`src/rtl/fetch_stage_if.sv`:
```
// Instruction-memory request/valid bus between the fetch stage (master) and memory (slave).
interface fetch_stage_if #(
  parameter int unsigned INSTR_W = 32,
  parameter int unsigned ADDR_W  = 16
);
  logic               req;
  logic [ADDR_W-1:0]  addr;
  logic [INSTR_W-1:0] rdata;
  logic               valid;

  modport master (
    output req,
    output addr,
    input  rdata,
    input  valid
  );

  modport slave (
    input  req,
    input  addr,
    output rdata,
    output valid
  );
endinterface

```
`src/rtl/fetch_stage.sv`:
```
// Instruction fetch stage with IF/ID register: single-outstanding fetch, stall hold buffer,
// and branch redirect resolved from EX flags.
module fetch_stage #(
  parameter int unsigned INSTR_W  = 32,
  parameter int unsigned ADDR_W   = 16,
  parameter int unsigned PC_INC   = 4,
  parameter int unsigned RESET_PC = 0
) (
  input  logic                clk,
  input  logic                rst_n,
  fetch_stage_if.master       imem,
  input  logic                i_stall,
  input  logic [1:0]          i_ex_branch_select,
  input  logic [ADDR_W-1:0]   i_ex_branch_target,
  input  logic                i_ex_set_flags,
  input  logic                i_ex_zero,
  input  logic                i_ex_neg,
  output logic [3:0]          o_opcode,
  output logic [INSTR_W-1:0]  o_ifid_instr,
  output logic [ADDR_W-1:0]   o_ifid_pc,
  output logic                o_ifid_valid,
  output logic                o_flag_z,
  output logic                o_flag_n
);

  typedef enum logic [1:0] {StIdle, StFetch, StHold, StDiscard} state_e;

  localparam logic [ADDR_W-1:0] ResetPc = ADDR_W'(RESET_PC);
  localparam logic [ADDR_W-1:0] PcInc   = ADDR_W'(PC_INC);

  state_e               r_state, w_state_nxt;
  logic [ADDR_W-1:0]    r_pc, w_pc_nxt;
  logic [ADDR_W-1:0]    r_req_addr, w_req_addr_nxt;
  logic [INSTR_W-1:0]   r_buf, w_buf_nxt;
  logic [INSTR_W-1:0]   r_ifid_instr, w_ifid_instr_nxt;
  logic [ADDR_W-1:0]    r_ifid_pc, w_ifid_pc_nxt;
  logic                 r_ifid_valid, w_ifid_valid_nxt;
  logic                 r_flag_z, r_flag_n;

  logic                 w_eff_z, w_eff_n;
  logic                 w_taken;
  logic                 w_ifid_busy;
  logic                 w_accept;
  logic                 w_load;
  logic [INSTR_W-1:0]   w_load_instr;
  logic [ADDR_W-1:0]    w_seq_addr;

  // Flags produced by the instruction in EX this cycle take precedence over stored ones.
  assign w_eff_z = i_ex_set_flags ? i_ex_zero : r_flag_z;
  assign w_eff_n = i_ex_set_flags ? i_ex_neg  : r_flag_n;

  always_comb begin
    unique case (i_ex_branch_select)
      2'b01:   w_taken = 1'b1;
      2'b10:   w_taken = w_eff_z;
      2'b11:   w_taken = w_eff_n;
      default: w_taken = 1'b0;
    endcase
  end

  assign w_ifid_busy = i_stall & r_ifid_valid;
  assign w_accept    = imem.valid & ~w_ifid_busy;
  assign w_seq_addr  = r_req_addr + PcInc;

  // State register
  always_ff @(posedge clk or negedge rst_n) begin
    if (!rst_n) begin
      r_state <= StIdle;
    end else begin
      r_state <= w_state_nxt;
    end
  end

  // Next-state logic
  always_comb begin
    w_state_nxt = r_state;
    unique case (r_state)
      StIdle: begin
        w_state_nxt = StFetch;
      end
      StFetch: begin
        if (w_taken) begin
          w_state_nxt = imem.valid ? StFetch : StDiscard;
        end else if (imem.valid && !w_accept) begin
          w_state_nxt = StHold;
        end
      end
      StHold: begin
        if (w_taken || !i_stall) begin
          w_state_nxt = StFetch;
        end
      end
      StDiscard: begin
        if (imem.valid) begin
          w_state_nxt = StFetch;
        end
      end
      default: begin
        w_state_nxt = StIdle;
      end
    endcase
  end

  // Datapath next-state: PC, request address, hold buffer, IF/ID register
  always_comb begin
    w_pc_nxt         = r_pc;
    w_req_addr_nxt   = r_req_addr;
    w_buf_nxt        = r_buf;
    w_ifid_instr_nxt = r_ifid_instr;
    w_ifid_pc_nxt    = r_ifid_pc;
    w_ifid_valid_nxt = w_ifid_busy;
    w_load           = 1'b0;
    w_load_instr     = imem.rdata;

    unique case (r_state)
      StIdle: begin
        w_req_addr_nxt = r_pc;
      end
      StFetch: begin
        if (w_accept) begin
          w_load = 1'b1;
        end else if (imem.valid) begin
          w_buf_nxt = imem.rdata;
        end
      end
      StHold: begin
        if (!i_stall) begin
          w_load       = 1'b1;
          w_load_instr = r_buf;
        end
      end
      StDiscard: begin
        if (imem.valid) begin
          w_req_addr_nxt = r_pc;
        end
      end
      default: begin
        w_req_addr_nxt = r_pc;
      end
    endcase

    if (w_taken) begin
      w_ifid_valid_nxt = 1'b0;
      w_pc_nxt         = i_ex_branch_target;
      // An outstanding request must complete at its original address before redirecting.
      if (r_state == StDiscard) begin
        w_req_addr_nxt = imem.valid ? i_ex_branch_target : r_req_addr;
      end else if (!(r_state == StFetch && !imem.valid)) begin
        w_req_addr_nxt = i_ex_branch_target;
      end
    end else if (w_load) begin
      w_ifid_instr_nxt = w_load_instr;
      w_ifid_pc_nxt    = r_req_addr;
      w_ifid_valid_nxt = 1'b1;
      w_pc_nxt         = w_seq_addr;
      w_req_addr_nxt   = w_seq_addr;
    end
  end

  always_ff @(posedge clk or negedge rst_n) begin
    if (!rst_n) begin
      r_pc         <= ResetPc;
      r_req_addr   <= ResetPc;
      r_buf        <= '0;
      r_ifid_instr <= '0;
      r_ifid_pc    <= '0;
      r_ifid_valid <= 1'b0;
      r_flag_z     <= 1'b0;
      r_flag_n     <= 1'b0;
    end else begin
      r_pc         <= w_pc_nxt;
      r_req_addr   <= w_req_addr_nxt;
      r_buf        <= w_buf_nxt;
      r_ifid_instr <= w_ifid_instr_nxt;
      r_ifid_pc    <= w_ifid_pc_nxt;
      r_ifid_valid <= w_ifid_valid_nxt;
      if (i_ex_set_flags) begin
        r_flag_z <= i_ex_zero;
        r_flag_n <= i_ex_neg;
      end
    end
  end

  // Output logic
  always_comb begin
    imem.req     = (r_state == StFetch) || (r_state == StDiscard);
    imem.addr    = r_req_addr;
    o_opcode     = r_ifid_valid ? r_ifid_instr[INSTR_W-1 -: 4] : 4'b0000;
    o_ifid_instr = r_ifid_instr;
    o_ifid_pc    = r_ifid_pc;
    o_ifid_valid = r_ifid_valid;
    o_flag_z     = r_flag_z;
    o_flag_n     = r_flag_n;
  end

endmodule

```
`src/flat_wrapper.sv`:
```
// flat-port wrapper written by rule: the top's interface ports become plain ports
module fetch_stage_flat 
#(
  parameter int unsigned INSTR_W  = 32,
  parameter int unsigned ADDR_W   = 16,
  parameter int unsigned PC_INC   = 4,
  parameter int unsigned RESET_PC = 0
)
  (clk, rst_n, i_stall, i_ex_branch_select, i_ex_branch_target, i_ex_set_flags, i_ex_zero, i_ex_neg, o_opcode, o_ifid_instr, o_ifid_pc, o_ifid_valid, o_flag_z, o_flag_n, imem_req, imem_addr, imem_rdata, imem_valid);
  fetch_stage_if #(.INSTR_W(INSTR_W), .ADDR_W(ADDR_W)) imem_i ();
  input  logic clk;
  input  logic rst_n;
  input  logic i_stall;
  input  logic [1:0] i_ex_branch_select;
  input  logic [ADDR_W-1:0] i_ex_branch_target;
  input  logic i_ex_set_flags;
  input  logic i_ex_zero;
  input  logic i_ex_neg;
  output logic [3:0] o_opcode;
  output logic [INSTR_W-1:0] o_ifid_instr;
  output logic [ADDR_W-1:0] o_ifid_pc;
  output logic o_ifid_valid;
  output logic o_flag_z;
  output logic o_flag_n;
  output wire logic [$bits(imem_i.req)-1:0] imem_req;
  output wire logic [$bits(imem_i.addr)-1:0] imem_addr;
  input wire logic [$bits(imem_i.rdata)-1:0] imem_rdata;
  input wire logic [$bits(imem_i.valid)-1:0] imem_valid;
  assign imem_req = imem_i.req;
  assign imem_addr = imem_i.addr;
  assign imem_i.rdata = imem_rdata;
  assign imem_i.valid = imem_valid;
  fetch_stage #(.INSTR_W(INSTR_W), .ADDR_W(ADDR_W), .PC_INC(PC_INC), .RESET_PC(RESET_PC)) u_core (.clk(clk), .rst_n(rst_n), .imem(imem_i), .i_stall(i_stall), .i_ex_branch_select(i_ex_branch_select), .i_ex_branch_target(i_ex_branch_target), .i_ex_set_flags(i_ex_set_flags), .i_ex_zero(i_ex_zero), .i_ex_neg(i_ex_neg), .o_opcode(o_opcode), .o_ifid_instr(o_ifid_instr), .o_ifid_pc(o_ifid_pc), .o_ifid_valid(o_ifid_valid), .o_flag_z(o_flag_z), .o_flag_n(o_flag_n));
endmodule
```
`config.mk`:
```
export PLATFORM = sky130hd
export DESIGN_NAME = fetch_stage_flat
export DESIGN_NICKNAME = d
export VERILOG_FILES = /design/src/rtl/fetch_stage_if.sv /design/src/rtl/fetch_stage.sv /design/src/flat_wrapper.sv
export SDC_FILE = /design/constraint.sdc
export NUM_CORES = 1
export LEC_CHECK = 0
export ABC_CLOCK_PERIOD_IN_PS = 1800
export CELL_PAD_IN_SITES_DETAIL_PLACEMENT = 1
export CELL_PAD_IN_SITES_GLOBAL_PLACEMENT = 1
export CORE_MARGIN = 5
export CORE_UTILIZATION = 44
export CTS_CLUSTER_DIAMETER = 100
export DETAILED_ROUTE_END_ITERATION = 8
export DONT_BUFFER_PORTS = 1
export HOLD_SLACK_MARGIN = 0.05
export PLACE_DENSITY = 0.83
export SYNTH_ARGS = -nofsm -noshare
export SYNTH_HDL_FRONTEND = slang
export SYNTH_SLANG_ARGS = --single-unit
```
`constraint.sdc`:
```
create_clock -name clk -period 1.8 [get_ports clk]
set_input_delay 0.27 -clock clk [delete_from_list [all_inputs] [get_ports clk]]
set_output_delay 0.27 -clock clk [all_outputs]
set_load 0.005 [all_outputs]
```
Yosys cells after proc, flatten, opt, wreduce, memory -nomap -nowiden
Index checks and enable logic that the tools add are counted.

Flip-flop bits (word level): 117. Input port bits: 57. Output and inout port bits: 72. Logic and storage cells: 63.

$add $sub $neg: 1. Equality and inequality tests: 10. Muxes and demuxes: 26. Bitwise operators: 5. Reduce and logical (&&, ||, !) cells: 12.

Operators by type and width (count): $mux W16 (8); $mux W32 (2); $pmux W16 S2 (1); $add A16 B3 Y16 const B (1); $mux W2 (5); $eq A2 B2 Y1 const B (4); $pmux W2 S4 (1); $mux W1 (6); $reduce_and A3 Y1 (2); $eq A2 B1 Y1 const B (2); $mux W4 (1); $logic_not A1 Y1 (3); $ne A3 B1 Y1 const B (1); $ne A3 B3 Y1 const B (1); $not A1 Y1 (3); $pmux W1 S3 (1); $and A1 B1 Y1 (2); $logic_and A1 B1 Y1 (2); $logic_not A2 Y1 (1); $logic_or A1 B1 Y1 (2); $ne A2 B1 Y1 const B (1); $ne A2 B2 Y1 const B (1); $pmux W1 S2 (1); $reduce_and A2 Y1 (1); $reduce_bool A2 Y1 (1).

Depth between registers and ports, before layout
Word-level depth: 8. Gate-level depth with buffers: 9. Gate-level depth less buffers: 7.

Worst setup path after synthesis
Ideal clock, no wire load.

Kind: register to register. From: register u_core.r_state[0]. To: register u_core.r_req_addr[4], in the netlist u_core.imem.addr[4]. Setup time: 0.122 ns. Arrival time: 1.842 ns. Required time: 1.678 ns. Path slack: -0.164 ns. Stages on the path, launching flop included: 10. Buffers on the path: 2. Clock period less this slack: 1.964 ns. Path through: dfrtp_1 -> inv_1 -> ha_1 -> buf_2 -> inv_1 -> nand2_1 -> clkbuf_1 -> a22oi_1 -> o221ai_1 -> a32o_1.

Cells in the longest elaborated chain, start to end: 5. Elaborated cells on any way between the ends: 12. Those cells by class: eq/ne (4); mux (6); reduce/logical (2).

Ends and longest elaborated chain: start, declared (RTL line fetch_stage.sv:31) `state_e r_state, w_state_nxt;`; start signal, assigned (RTL line fetch_stage.sv:68) `r_state <= StIdle;`; start signal, assigned (RTL line fetch_stage.sv:70) `r_state <= w_state_nxt;`; $eq A2 B2 Y1 (tied with other cells) (RTL line fetch_stage.sv:115, fetch_stage.sv:146); $pmux W16 S2 or $logic_and A1 B1 Y1 (tied branches) (RTL line fetch_stage.sv:115, fetch_stage.sv:148); $mux W16 (RTL line fetch_stage.sv:148) `end else if (!(r_state == StFetch && !imem.valid)) begin`; $mux W16 (RTL line fetch_stage.sv:146) `if (r_state == StDiscard) begin`; $mux W16 (RTL line fetch_stage.sv:142) `if (w_taken) begin`; end signal, assigned (RTL line fetch_stage.sv:163) `r_req_addr <= ResetPc;`; end signal, assigned (RTL line fetch_stage.sv:172) `r_req_addr <= w_req_addr_nxt;`; end, declared (RTL line fetch_stage.sv:33) `logic [ADDR_W-1:0] r_req_addr, w_req_addr_nxt;`.

Several ways; a longest one is shown, not always the timed one. A chain may end at the register's enable or synchronous reset.

Worst setup path after layout
From: register u_core.r_state[1]. To: register u_core.r_req_addr[2], in the netlist u_core.imem.addr[2].

The elaborated chain is that of the path after synthesis.

==> metrics.md <==
| Metric | Value |
|---|---|
| Status | complete, but fails checks |
| Failing checks | negative hold slack, negative setup slack |
| FF-to-FF path depth | 7 |
| Crit Path Category | register to register |
| Routed Antenna Nets | 0 |
| GR Layer Usage met3 | 0.08510 |
| Leakage | 3.655 nW |
| Worst Path Max Fanout | 8 |
| Die Area | 15870 sq um |
| Grt ovf | 0 |
| Clock group share of total power | 0.253 |
| Met2 usage in global routing | 0.4664 |
| I/O Buffers | 0 |
| Most common cell after layout, fill and taps aside | dfrtp_1 |
| Gate power share | 0.388 |
| Synthesized cell area | 5919 sq um |
| Tot Pwr | 0.01381 W |
| Worst clock skew | 8.671 ps |
| Critical path cell sequence | ha_2, nand2b_1, nor2_4, buf_6, o21ai_1, o2bb2ai_2, o22ai_1 |
| Max incr delay on CP | 450 ps |
| Most frequent cells in the layout | dfrtp_1, nand2_1, dlygate4sd3_1 |
| Final hold violation count | 117 |
| Post-synthesis async set-or-reset flop share | 1.000 |
| GRT Max-Usage Layer | met2 |
| Hold buffers post-CTS | 50 |
| Total clock sinks | 117 |
| Internal Dissipation | 0.008570 W |
| Reg2reg setup slack | -150 ps |
| Critical R2R Capture | u_core.imem.addr[2] |
| TritonCTS Buffers | 17 |
| Worst vdd ir | 744.3 uV |
| Initial antenna violation count | 0 |
| Rows | 42 |
| Layout Nets | 719 |
| Hold_ws | -458.7 ps |
| Die height | 126.0 microns |
| GRT Util Overall | 0.2672 |
| Flops & latches, synth | 117 |
| Data required time of the worst path | 2110 ps |
| Final setup viols | 64 |
| Vias per cell | 6.181 |
| Tcrit/Tclk final | 1.085 |
| Max-cap violations | 0 |
| Vias in the first global route | 5788 |
| DP Wirelength | 12420 microns |
| CTS tree | built |
| Syn Nets | 621 |
| Share of cells above drive strength 1 | 0.3169 |
| Pwr dens | 1722 nW/um^2 |
| Switch Pwr | 0.005241 W |
| Clock Path Buffers | 2 |
| Startpoint types | register |
| Ys Warns | 0 |
| Fin util | 0.6055 |
| Largest net degree at the start of global routing | 118 |
| DR iter-0 viols | 309 |
| Syn Area/Cell | 10.61 sq um |
| Die X | 126.0 microns |
| Top FF cell, synth | dfrtp_1 |
| First-pass DRT Iterations | 5 |
| Cell count after synthesis | 558 |
| GRT met1 Usage | 0.3062 |
| Worst Max-Slew Pin Slew | 396.9 ps |
| Reg clk slew, reported paths | 60 ps |
| Relative slew slack | 0.7354 |
| Library cells used by synthesis | 57 |
| Final GP Congestion | 0.8205 |
| EDFF count, synth | 0 |
| Total vias in the final route | 5223 |
| Slowest library cell on the worst path | dfrtp_2 |
| Routed wire length | 21540 microns |
| Fin crit period | 1953 ps |
| Register area share after synthesis | 0.4946 |
| Clk root buf | clkbuf_16 |
| First-pass GRT wire length | 33190 microns |
| Diodes inserted | 0 |
| Hold crit path type | input pin to asynchronous set/reset pin |
| Post-route setup slack | -153.4 ps |
| Max-slew violation count | 0 |
| Insertion delay to the later sink of the worst-skew pair | 420 ps |
| RSZ-0062 raised after global routing | yes |
| Buf/Inv on CP | 1 |
| Synth-to-Final Area Change | 35.47% |
| Io pins | 129 |
| R2r startpoint | u_core.r_state[1] |
| Max Clk Rate | 511.9 MHz |
| Delay-heaviest family, CP | compound AO/OA/AOI/OAI gates |
| Detail-routed net length per standard cell | 25.49 microns |
| Crit path capture type | register |
| Critical Path AT | 2260 ps |
| Seq pwr share | 0.358 |
| Core ar. | 13240 sq um |
| Switching part of the total power | 0.3795 |
| H-tree levels | 4 |
| DRC Markers | 0 |
| Initial Utilization | 0.4470 |
## stage by stage
stage               setup slack (ps)  setup TNS [ps]  instance area, sq um  instances  hold slack (ps)
finish                        -153.4           -3972                  8019        845           -458.7
global route                  -203.3           -8011                  8019        845           -485.9
CTS                           -90.45           -1528                  7833        839           -472.5
detailed placement            -193.6           -8222                  6534        750           -22.72
global placement              -74.93           -2959                  6534        750           -22.85
floorplan                     -23.14          -40.31                  6041        558           -25.59
## logic make-up (layout without fill, tap and decap cells)
group,count (synthesis),count (layout),synth area share
compound gates,161,161,0.1792
simple gates,126,127,0.1029
flops,117,117,0.4946
mux,85,85,0.1541
buf+inv,53,163,0.04164
xor+xnor,10,10,0.01480
fa+ha+maj,6,6,0.01268
## Yosys cell counts (3+ instances only)
library cell	count	area share
and3_1	3	0.0032
and2_1	5	0.0053
nand2b_1	6	0.0063
o22ai_1	4	0.0042
inv_1	11	0.0070
a221o_1	6	0.010
o2111ai_1	4	0.0059
mux2_2	45	0.086
nand4_1	3	0.0032
a31oi_1	10	0.011
ha_1	6	0.013
o31ai_1	3	0.0038
a2bb2oi_1	5	0.0074
nor2_1	13	0.0082
a22oi_1	7	0.0089
buf_6	3	0.0057
xnor2_1	9	0.013
nand3_1	5	0.0042
o21ai_0	57	0.048
a22o_1	5	0.0074
mux2i_1	39	0.066
nor3_1	5	0.0042
clkbuf_1	18	0.011
dfrtp_1	117	0.49
nand2_1	71	0.045
buf_2	17	0.014
o211ai_1	13	0.016
buf_1	3	0.0019
a31o_2	4	0.0059
a21oi_1	25	0.021
and4_1	4	0.0059
## power groups by stage
stage,clock network (W),registers [W],logic (W)
after floorplan,0,0.00454,0.00307
after global placement,0,0.00476,0.00411
after detailed placement,0,0.00488,0.00441
after CTS,0.00353,0.00487,0.00490
after global routing,0.00367,0.00507,0.00575
final,0.00350,0.00495,0.00536
## worst max path at each step
stage                            startpoint                       to  slack (ps)  depth (start not counted)
after floorplan           u_core.r_state[0]      u_core.imem.addr[4]         -20                          9
after global placement    u_core.r_state[0]     u_core.o_ifid_pc[10]         -70                          7
after detailed placement  u_core.r_state[0]  u_core.o_ifid_instr[20]        -190                          9
after CTS                 u_core.r_state[0]      u_core.imem.addr[3]         -90                          7
after global routing      u_core.r_state[0]      u_core.imem.addr[3]        -200                          7
final                     u_core.r_state[1]      u_core.imem.addr[2]        -150                          7
## repair_timing
item | 4_1_cts | 5_1_grt
gates resized for setup | 43 | 49
hold endpoints to repair | 167 | 117
cloned | 1 | 1
buffers inserted | 6 | 5
setup endpoints to repair | 72 | 79
pin swaps | 6 | 10
## registers in the layout (all words and copies together) (netlist names)
signal and flops:
u_core.o_ifid_pc 16, u_core.o_ifid_instr 32, u_core.r_state 2, u_core.o_flag_n 1, u_core.r_buf 32, u_core.imem.addr 16, u_core.o_ifid_valid 1, u_core.o_flag_z 1
u_core.r_pc 16
## per-layer routing
| metal | wire, microns | vias to the layer above |
|---|---|---|
| li1 | - | 2231 |
| met1 | 8026 | 2668 |
| met2 | 11050 | 261 |
| met3 | 1767 | 63 |
| met4 | 690 | 0 |
| met5 | 0 | - |
## final cells by class
class	instances	area, sq um
Fill cell	1350	5224
Inverter	11	46.29
Clock buffer	18	429.2
Clock inverter	14	176.4
Sequential cell	117	2930
Tap cell	176	220.2
Multi-Input combinational cell	389	3007
Timing Repair Buffer	120	1210
No activity file was read; power rests on OpenSTA's default activity.
